**src/rtl/adc_seq_ctrl.sv**
```systemverilog
// Round-robin ADC conversion sequencer: arbitrates four channel requests, drives the SAR
// sample/start strobe and captures results. Optional CONV timeout via ADC_SEQ_TIMEOUT_EN.
//
// state   | meaning
// --------+---------------------------------------------------------------
// IDLE    | no conversion; arbitrate req starting at rr_ptr
// SAMPLE  | st_conv high for SAMPLE_CYC cycles, mux held on granted channel
// CONV    | wait for a fresh rising edge of synchronized adc_done (or timeout)
// CAPTURE | one-cycle data_valid strobe, then back to IDLE
module adc_seq_ctrl #(
  parameter int NCH         = 4,
  parameter int SAMPLE_CYC  = 4,
  parameter int TIMEOUT_CYC = 64
) (
  input  logic            clkin,
  input  logic            rst,
  input  logic [NCH-1:0]  req,
  output logic [NCH-1:0]  grant,
  output logic [1:0]      ch_sel,
  output logic            st_conv,
  input  logic            adc_done,
  input  logic [11:0]     adc_result,
  output logic [11:0]     data_out,
  output logic [1:0]      data_ch,
  output logic            data_valid,
  output logic            busy,
  output logic            timeout_err
);

  if (NCH != 4 || SAMPLE_CYC < 1 || SAMPLE_CYC > 15 ||
      TIMEOUT_CYC < 2 || TIMEOUT_CYC > 255) begin : g_bad_param
    $error("adc_seq_ctrl: illegal parameter value");
  end

  typedef enum logic [1:0] {IDLE, SAMPLE, CONV, CAPTURE} state_t;

  state_t          state, state_d;
  logic [1:0]      rr_ptr, rr_d;
  logic [3:0]      samp_cnt, samp_d;
  logic [NCH-1:0]  grant_d;
  logic [1:0]      ch_d;
  logic [11:0]     out_d;
  logic [1:0]      dch_d;
  logic            dv_d, to_d;
  logic            done_s1, done_s2, done_s3;
  logic            done_rise;
  logic [1:0]      pick, cand;
  logic            pick_vld;

`ifdef ADC_SEQ_TIMEOUT_EN
  logic [7:0]      tmo_cnt, tmo_d;
`endif

  // done_s3 is only the edge-detect history; done_s1/done_s2 form the synchronizer
  assign done_rise = done_s2 & ~done_s3;

  always_comb begin
    pick     = 2'd0;
    pick_vld = 1'b0;
    cand     = 2'd0;
    // scan downward so the smallest offset from rr_ptr wins
    for (int i = 3; i >= 0; i--) begin
      cand = rr_ptr + 2'(i);
      if (req[cand]) begin
        pick     = cand;
        pick_vld = 1'b1;
      end
    end
  end

  always_comb begin
    state_d = state;
    rr_d    = rr_ptr;
    samp_d  = samp_cnt;
    grant_d = grant;
    ch_d    = ch_sel;
    out_d   = data_out;
    dch_d   = data_ch;
    dv_d    = 1'b0;
    to_d    = 1'b0;
`ifdef ADC_SEQ_TIMEOUT_EN
    tmo_d   = tmo_cnt;
`endif
    case (state)
      IDLE: begin
        grant_d = '0;
        if (pick_vld) begin
          state_d = SAMPLE;
          grant_d = NCH'(1) << pick;
          ch_d    = pick;
          samp_d  = 4'(SAMPLE_CYC - 1);
        end
      end
      SAMPLE: begin
        if (samp_cnt == 4'd0) begin
          state_d = CONV;
`ifdef ADC_SEQ_TIMEOUT_EN
          tmo_d   = 8'(TIMEOUT_CYC - 1);
`endif
        end else begin
          samp_d = samp_cnt - 4'd1;
        end
      end
      CONV: begin
        if (done_rise) begin
          state_d = CAPTURE;
          out_d   = adc_result;
          dch_d   = ch_sel;
          dv_d    = 1'b1;
          rr_d    = ch_sel + 2'd1;
`ifdef ADC_SEQ_TIMEOUT_EN
        end else if (tmo_cnt == 8'd0) begin
          state_d = CAPTURE;
          out_d   = 12'd0;
          dch_d   = ch_sel;
          dv_d    = 1'b1;
          to_d    = 1'b1;
          rr_d    = ch_sel + 2'd1;
        end else begin
          tmo_d = tmo_cnt - 8'd1;
`endif
        end
      end
      CAPTURE: begin
        state_d = IDLE;
        grant_d = '0;
      end
      default: state_d = IDLE;
    endcase
  end

  always_ff @(posedge clkin or posedge rst) begin
    if (rst) begin
      state       <= IDLE;
      rr_ptr      <= 2'd0;
      samp_cnt    <= 4'd0;
      grant       <= '0;
      ch_sel      <= 2'd0;
      st_conv     <= 1'b0;
      data_out    <= 12'd0;
      data_ch     <= 2'd0;
      data_valid  <= 1'b0;
      busy        <= 1'b0;
      timeout_err <= 1'b0;
      done_s1     <= 1'b0;
      done_s2     <= 1'b0;
      done_s3     <= 1'b0;
    end else begin
      state       <= state_d;
      rr_ptr      <= rr_d;
      samp_cnt    <= samp_d;
      grant       <= grant_d;
      ch_sel      <= ch_d;
      st_conv     <= (state_d == SAMPLE);
      data_out    <= out_d;
      data_ch     <= dch_d;
      data_valid  <= dv_d;
      busy        <= (state_d != IDLE);
      timeout_err <= to_d;
      done_s1     <= adc_done;
      done_s2     <= done_s1;
      done_s3     <= done_s2;
    end
  end

`ifdef ADC_SEQ_TIMEOUT_EN
  always_ff @(posedge clkin or posedge rst) begin
    if (rst) tmo_cnt <= 8'd0;
    else     tmo_cnt <= tmo_d;
  end
`endif

endmodule

```
**config.mk**
```make
export PLATFORM = sky130hd
export DESIGN_NAME = adc_seq_ctrl
export DESIGN_NICKNAME = d
export VERILOG_FILES = /design/src/rtl/adc_seq_ctrl.sv
export SDC_FILE = /design/constraint.sdc
export NUM_CORES = 1
export LEC_CHECK = 0
export CAP_MARGIN = 20
export CORE_AREA = 2 2 59 102
export DETAILED_ROUTE_END_ITERATION = 6
export DIE_AREA = 0 0 61 104
export GPL_ROUTABILITY_DRIVEN = 0
export HOLD_SLACK_MARGIN = 0.08
export SLEW_MARGIN = 20
export SYNTH_ARGS = -nofsm -noshare
export SYNTH_HDL_FRONTEND = slang
export SYNTH_SLANG_ARGS = --single-unit
```
**constraint.sdc**
```tcl
create_clock -name clkin -period 1.67 [get_ports clkin]
set_clock_uncertainty 0.05 [all_clocks]
set_input_delay 0.334 -clock clkin [delete_from_list [all_inputs] [get_ports clkin]]
set_output_delay 0.334 -clock clkin [all_outputs]
set_load 0.01 [all_outputs]
```
After elaboration in Yosys (flattened, before gate mapping). Index checks and enable logic that the tools add are counted.

Add/sub/neg operators: 5. Order comparisons: 4. Eq/ne operators: 6. Shifts and indexed selects: 1. Multiplexer cells: 27. Bitwise operators: 2. Reductions and logical operators: 8.

Operator list (number): 4-bit case mux with 2 select lines (2); 2-bit two-way mux (7); 2-bit by 3-bit < comparator with 1-bit output, second input constant (4); 4-bit two-way mux (3); 1-bit two-way mux (10); 1-bit binary-select mux with 2-bit select (4); 2-bit case mux with 4 select lines (1); 2-bit nonzero test (3); 2-bit by 1-bit adder with 2-bit output, second input constant (2); 2-bit adder, second input constant (2); 2-bit by 1-bit equality test with 1-bit output, second input constant (2); 2-bit equality test, second input constant (2); 4-bit zero test (1); 2-bit != test, second input constant (2); 2-bit AND reduction (2); 1-bit by 2-bit left shift with 4-bit output, first input constant (1); 4-bit by 1-bit subtractor with 4-bit output, second input constant (1); 3-bit AND reduction (1); 2-bit zero test (1); 1-bit AND (1); 1-bit inverter (1).

Register bits after elaboration: 34. Input port bits: 19. Output and inout port bits: 24. Logic and storage cells: 66.

Logic depth before layout (Yosys ltp). Gate-level depths: netlist (run 1).

Depth in word-level cells: 10. Gate-level depth with buffers: 8. Depth with buffers taken out: 6.

Least setup slack after synthesis (run 1). No wires, ideal clock.

Kind: register to register. From: register samp_cnt[0]. To: register samp_cnt[1]. Library setup time: 124 ps. Data arrival time: 1585 ps. Required time: 1496 ps. Slack: -89 ps. Cell stages (with the launch flop): 8. Path buffers: 1. Period minus slack after synthesis: 1759 ps. Cells stage by stage: dfrtp_1 -> inv_1 -> ha_1 -> or3b_1 -> buf_6 -> or3b_1 -> o211ai_2 -> a21oi_2.

Cells in the longest elaborated chain, start to end: 3. Elaborated cells between the ends (all ways): 6. Classes of those cells: add/sub (1); eq/ne (1); mux (2); reduce/logical (2).

RTL lines: start: declaration (RTL line 39) `logic [3:0] samp_cnt, samp_d;`; start signal: assignment (RTL line 151) `samp_cnt <= samp_d;`; 4-bit by 1-bit subtractor with 4-bit output or 4-bit zero test (tied branches) (RTL line 101, 95); 4-bit two-way mux or 2-bit != test (tied branches); 4-bit case mux with 2 select lines or 3-bit AND reduction (tied branches).

Parallel ways exist; a longest one is shown, timed or not. The select of a mux whose other input is x is not followed. A chain may end at the register's enable or synchronous reset.

Final worst setup path (run 1). Ends and elaborated chain as after synthesis.

==> run_results.csv, run 1 <==
group,metric,value,unit
power,internal-power,2.69,mW
floorplan,start_util,0.289,
cts,cts_sinks,34,
cts,cts_tree,"yes",
detailed_routing,drtPass1Iterations,4,
power,leakage,1.10,nW
cts,root_buffer,"clkbuf_8",
cts,path_clk_slew,0.07,ns
placement,dp_slack,-0.338,ns
timing,tns,0,ns
detailed_routing,drt_iter0_drc,23,
final_layout,nets,253,
logic_synthesis,synth_commonest_cells,"49 x nand2_1, 34 x dfrtp_1, 11 x inv_1",
cts,numCtsBuffers,5,
logic_synthesis,synthSimpleGateAreaFrac,0.190,
logic_synthesis,yosys.cell_count.top_type,"nand2_1",
power,p_clk_frac,0.152,
logic_synthesis,synth_top_area_share,0.531,
critical_path,start_kind,"register",
logic_synthesis,synth_enable_flop_cells,0,
floorplan,io_pins,43,
power,p_switching,1.53,mW
logic_synthesis,yosys_warnings,0,
power,pwr_density_cell,1740,mW/mm^2
power,ir_drop,729,uV
timing,worst_slack,0.000562,ns
logic_synthesis,synth_compound_area_frac,0.145,
detailed_routing,wl_per_cell,12.2,um
timing,post-route-period-util,1.00,
global_routing,grt_pass1_vias,1447,
global_routing,grt_pass1_wl,6450,um
logic_synthesis,synth_top_area_cell,"dfrtp_1",
power,pwr-share-comb,0.528,
placement,hpwl,2750,um
cts,htree_num_levels,2,
logic_synthesis,syn_area,0.00160,mm^2
final_layout,insertedDiodeCount,0,
logic_synthesis,seq_area_frac_synth,0.531,
power,pwr-share-seq,0.319,
status,outcome,"finished, final reports clean",
floorplan,core_area,0.00554,mm^2
timing,hold_viol,0,
final_layout,final_cell_area,0.00243,mm^2
cts,clk_latency,0.29,ns
detailed_routing,drtAntennaViolNets,0,
critical_path,cp-end-kind,"register",
critical_path,critPathKind,"register to register",
critical_path,arrival,1.80,ns
global_routing,gr-total-overflow,0,
logic_synthesis,synth_top_family_by_area,"simple AND/OR/NAND/NOR gates",
floorplan,die_w,61,um
logic_synthesis,post_synth.cell_area_avg,9.89,um^2
critical_path,ff2ff_path_depth,6,
logic_synthesis,synth_area_leaders,"dfrtp_1 53%, nand2_1 11%, ha_1 4.7%",
critical_path,rr_startpoint,"samp_cnt[0]",
logic_synthesis,netlist_instances,162,
global_routing,grtUsageTotal,0.133,
logic_synthesis,ys_async_sr_fraction,1.00,
detailed_routing,vias_per_cell,4.44,
placement,dpl_cell_area,0.00226,mm^2
power,switching_share,0.363,
logic_synthesis,syn-num-nets,187,
timing,setup_viol,0,
detailed_routing,drc_errors,0,
logic_synthesis,synth.area.mux_share,0.0258,
final_layout,area_growth_syn_to_layout,51.4,%
floorplan,rows,36,
floorplan,dieArea,0.00634,mm^2
min_path,holdPathStages,0,
timing,max_freq,599,MHz
cts,cts_buffer_depth,2,
logic_synthesis,synth_fa_ha_area_frac,0.0468,
timing,rsz0062_at_grt,"true",
global_routing,antenna_found_initial,0,
cts,hold_buffers,0,
logic_synthesis,synthFlopType,"dfrtp_1",
detailed_routing,wl,3740,um
detailed_routing,num_vias,1354,
flow_run,cap_violations,0,
min_path,whs_endpoint,"done_s2",
timing,fin_crit,1.67,ns
min_path,min_from,"done_s1",
timing,drv_slew,0,
logic_synthesis,synth_xor_area_frac,0.00546,
final_layout,drive_above_1_share,0.240,
logic_synthesis,synth-seq-cells,34,
critical_path,cp_data_required_time,1.80,ns
logic_synthesis,synth_cell_types,40,
global_routing,grt_max_degree,35,
critical_path,rrSetupSlack,0.0006,ns
placement,port_buffers,41,
critical_path,worst-path-max-fanout,5,
critical_path,r2r-end,"samp_cnt[1]",
floorplan,fp.dieH,104,um
min_path,hold_class,"register to register",
-- worst max-delay path, stage by stage (launching register included) --
cell	delay, ns
dfrtp_1	0.40
inv_2	0.08
ha_4	0.13
or3b_4	0.41
or3b_1	0.37
o211ai_2	0.08
a21oi_2	0.04
-- through the flow --
stage | utilization | hold WS (ns) | power (mW) | cells
after floorplan | - | 0.281 | 2.46 | 162
after global placement | 0.407 | 0.286 | 3.46 | 295
after detailed placement | 0.407 | 0.287 | 3.49 | 295
after CTS | 0.430 | 0.304 | 4.21 | 304
after global routing | 0.438 | 0.311 | 4.56 | 305
final | 0.438 | 0.304 | 4.22 | 305
-- layout by cell type (no fill, tap or decap), drive strengths merged, types with 3 or more instances in the layout --
cell,Yosys,routed
a21oi,6,6
a22o,3,3
buf,5,26
clkbuf,3,6
clkdlybuf4s50,0,39
dfrtp,34,34
ha,6,6
inv,11,10
mux2i,3,3
nand2,50,50
nand3,3,3
o21ai,7,7
-- sequential cells by signal, summed over array words and instances (netlist names) --
register,flops
samp_cnt,4
rr_ptr,2
data_ch,2
st_conv,1
done_s2,1
state,2
ch_sel,2
data_valid,1
data_out,12
done_s3,1
busy,1
grant,4
done_s1,1
-- layer usage --
layer | share of wire | track usage | wire [um]
met5 | 0 | 0 | 0
met4 | 0.016 | 0.0497 | 60
met3 | 0.056 | 0.0361 | 209
met2 | 0.54 | 0.215 | 2000
met1 | 0.39 | 0.163 | 1470
-- power groups by stage --
stage | clock network (mW) | logic (mW) | registers (mW)
after floorplan | 0 | 1.01 | 1.45
after global placement | 0 | 2.11 | 1.35
after detailed placement | 0 | 2.14 | 1.35
after CTS | 0.662 | 2.20 | 1.35
after global routing | 0.701 | 2.46 | 1.39
final | 0.643 | 2.23 | 1.35
-- logic make-up (layout without fill, tap and decap cells) --
kind of cell | after synthesis | after routing
buffers and inverters | 19 | 86
other | 1 | 1
adders and majority gates | 6 | 6
DFF | 34 | 34
AOI/OAI and AO/OA | 29 | 29
xor gates and xnor gates | 1 | 1
muxes | 4 | 4
and+or+nand+nor | 68 | 68
-- area by class of cell --
| type | instances | area (um^2) |
|---|---|---|
| clock buffers | 6 | 82.6 |
| clock inverters | 2 | 12.5 |
| flip-flops and latches | 34 | 851 |
| well taps | 76 | 95.1 |
| multi-input cells | 109 | 708 |
| fillers | 539 | 3110 |
| repair buffers | 67 | 632 |
| inverters | 11 | 45.0 |
-- what timing repair did --
action	4_1_cts	5_1_grt
pin swaps	3	4
endpoints found under the setup margin	10	21
buffers inserted	1	1
resized for setup	9	6
-- worst max-delay path by stage --
stage                startpoint           to  depth (start not counted)
finish              samp_cnt[0]  samp_cnt[1]                          6
global route        samp_cnt[0]  samp_cnt[1]                          6
CTS                 samp_cnt[0]  samp_cnt[1]                          6
detailed placement       req[3]  samp_cnt[3]                          6
global placement         req[3]         busy                          6
floorplan           samp_cnt[0]  samp_cnt[1]                          7
(Power assumes the default switching activity.)
==> run 2: changes to the inputs <==
==> constraint.sdc (replaced) <==
create_clock -name clkin -period 1.5 [get_ports clkin]
set_clock_uncertainty 0.05 [all_clocks]
set_input_delay 0.3 -clock clkin [delete_from_list [all_inputs] [get_ports clkin]]
set_output_delay 0.3 -clock clkin [all_outputs]
set_load 0.01 [all_outputs]
==> run 2 against run 1 <==
Effect of this change:
- the run now ends with negative setup slack left
- count of clock-buffer cells in the layout fell by 1
- total power rose by 20%
- wire length rose by 7.0%
- global-route usage rose by 0.80 points
- combinational power rose by 14%
- via count rose by 2.4%
- non-clock buffer count rose by 6
- critical endpoint unchanged
- register-to-register slack got worse by 0.18 ns
- largest power group unchanged
==> run_results.csv, run 2 (synthesis results as in run 1) <==
group,metric,value,unit
power,pwr-share-seq,0.294,
cts,cts_tree,"yes",
timing,whs,0.310,ns
critical_path,cp.depth,6,
final_layout,final_common_cell,"nand2_1",
timing,hold_viol,0,
timing,max_freq,595,MHz
critical_path,critPathTopFamily,"simple AND/OR/NAND/NOR gates",
critical_path,worst-path-max-fanout,4,
placement,port_buffers,41,
final_layout,nets,259,
final_layout,largest_reg_flops,12,
global_routing,grt_pass1_vias,1471,
timing,rsz0062_at_grt,"true",
timing,setup_viol,6,
cts,clk_latency,0.28,ns
cts,cts_buffer_depth,2,
critical_path,cp-end-kind,"register",
power,switching_share,0.358,
critical_path,max_stage_delay,0.41,ns
cts,numCtsBuffers,5,
critical_path,arrival,1.80,ns
power,pwr-share-comb,0.502,
detailed_routing,drc_errors,0,
placement,dp_cells,300,
power,pwr_density_cell,2020,mW/mm^2
detailed_routing,vias_per_cell,4.46,
global_routing,antenna_found_initial,0,
timing,drv_slew,0,
timing,tns,-0.879,ns
critical_path,crit_path_end,"samp_cnt[1]",
flow_run,cap_violations,0,
power,ir_drop,1100,uV
final_layout,reg_top3,"data_out: 12 flops, grant: 4 flops, samp_cnt: 4 flops",
cts,cts_sinks,34,
cts,root_buffer,"clkbuf_8",
critical_path,rrSetupSlack,-0.18,ns
final_layout,top_register,"data_out",
detailed_routing,drtAntennaViolNets,0,
critical_path,crit_chain,"inv_2 -> ha_4 -> or3b_4 -> or3b_4 -> o211ai_2 -> a21oi_2",
floorplan,core_area,0.00554,mm^2
cts,htree_num_levels,2,
floorplan,fp.dieH,104,um
global_routing,grt_max_degree,35,
power,internal-power,3.24,mW
power,leakage,1.20,nW
floorplan,start_util,0.289,
detailed_routing,drtPass1Iterations,4,
critical_path,crit_top_cell,"or3b_4",
detailed_routing,drt_iter0_drc,30,
placement,dp_slack,-0.463,ns
power,p_clk_frac,0.204,
critical_path,r2r-end,"samp_cnt[1]",
critical_path,cp_data_required_time,1.62,ns
critical_path,critPathSlowestCell,"or3b_4",
power,p_switching,1.81,mW
status,violations,"negative setup slack",
placement,hpwl,2910,um
status,outcome,"finished, violations left",
floorplan,io_pins,43,
critical_path,path_buf_inv,1,
critical_path,cp-startpoint,"samp_cnt[1]",
floorplan,rows,36,
final_layout,post-route-util,0.451,
detailed_routing,num_vias,1387,
critical_path,rr_startpoint,"samp_cnt[1]",
final_layout,drive_above_1_share,0.272,
final_layout,area_growth_syn_to_layout,56.0,%
timing,worst_slack,-0.182,ns
global_routing,grt_pass1_wl,6870,um
cts,path_clk_slew,0.08,ns
final_layout,mostFrequentLayoutCells,"49 x nand2_1, 34 x dfrtp_1, 29 x buf_4",
min_path,hold_class,"input port to async pin",
timing,fin_crit,1.68,ns
timing,post-route-period-util,1.12,
final_layout,insertedDiodeCount,0,
final_layout,fill_cells,558,
critical_path,critPathKind,"register to register",
global_routing,gr-total-overflow,0,
final_layout,layoutNonFillerInstCount,311,
floorplan,die_w,61,um
detailed_routing,wl_per_cell,12.8,um
critical_path,start_kind,"register",
floorplan,dieArea,0.00634,mm^2
critical_path,ff2ff_path_depth,6,
detailed_routing,wl,4000,um
global_routing,grtUsageTotal,0.141,
## run 2: cell types whose count changed in the layout (fill, tap and decap cells not counted), sizes merged
cell           previous run  this run
clkdlybuf4s50            39        14
bufinv                    0         2
buf                      26        32
dlygate4sd2               2        27
clkinvlp                  2         0
clkbuf                    6         5
inv                      10        11
## run 2: worst min path at each step
stage                     endpoint  depth (start not counted)
final                      done_s1                          3
after global routing       done_s2                          0
after CTS                  done_s2                          0
after detailed placement   done_s2                          0
after global placement     done_s2                          0
after floorplan            done_s2                          0
## run 2: cell type report
type	instances	area [um^2]	share of cell area
clock buffers	5	68.8	0.0275
clock inverters	3	68.8	0.0275
inverters	11	41.3	0.0165
multi-input cells	109	729	0.292
flip-flops and latches	34	851	0.340
well taps	76	95.1	0.0380
repair buffers	73	646	0.258
## run 2: timing repair
item | in CTS | in global routing
hold buffers | 0 | 0
setup endpoints to repair | 37 | 10
buffers inserted | 2 | 1
gates resized for setup | 38 | 7
pin swaps | 4 | 6
## run 2: stage by stage
step / instance area (um^2) / power, mW
after detailed placement: 2310 / 3.98
after global routing: 2500 / 5.42
after CTS: 2460 / 4.96
after floorplan: 1600 / 2.74
after global placement: 2310 / 3.93
final: 2500 / 5.05
## run 2: worst reg2reg max path, cell delays in order (launching register included)
cell and delay (ns):
dfrtp_1 0.40, inv_2 0.09, ha_4 0.13, or3b_4 0.41, or3b_4 0.39, o211ai_2 0.07, a21oi_2 0.04
## run 2: power by group through the flow
stage / registers, mW / clock network, mW / logic (mW)
5_1_grt: 1.53 / 1.09 / 2.80
4_1_cts: 1.49 / 1.05 / 2.42
2_1_floorplan: 1.62 / 0 / 1.12
3_5_place_dp: 1.51 / 0 / 2.47
6_report: 1.48 / 1.03 / 2.54
3_3_place_gp: 1.51 / 0 / 2.42
## run 2: per-layer routing
layer	vias up	share of wire	wire length [um]	global-route usage
met5	-	0	0	0
met4	0	0.013	50	0.0450
li1	685	-	-	-
met3	4	0.049	194	0.0299
met2	34	0.56	2260	0.245
met1	664	0.37	1490	0.164
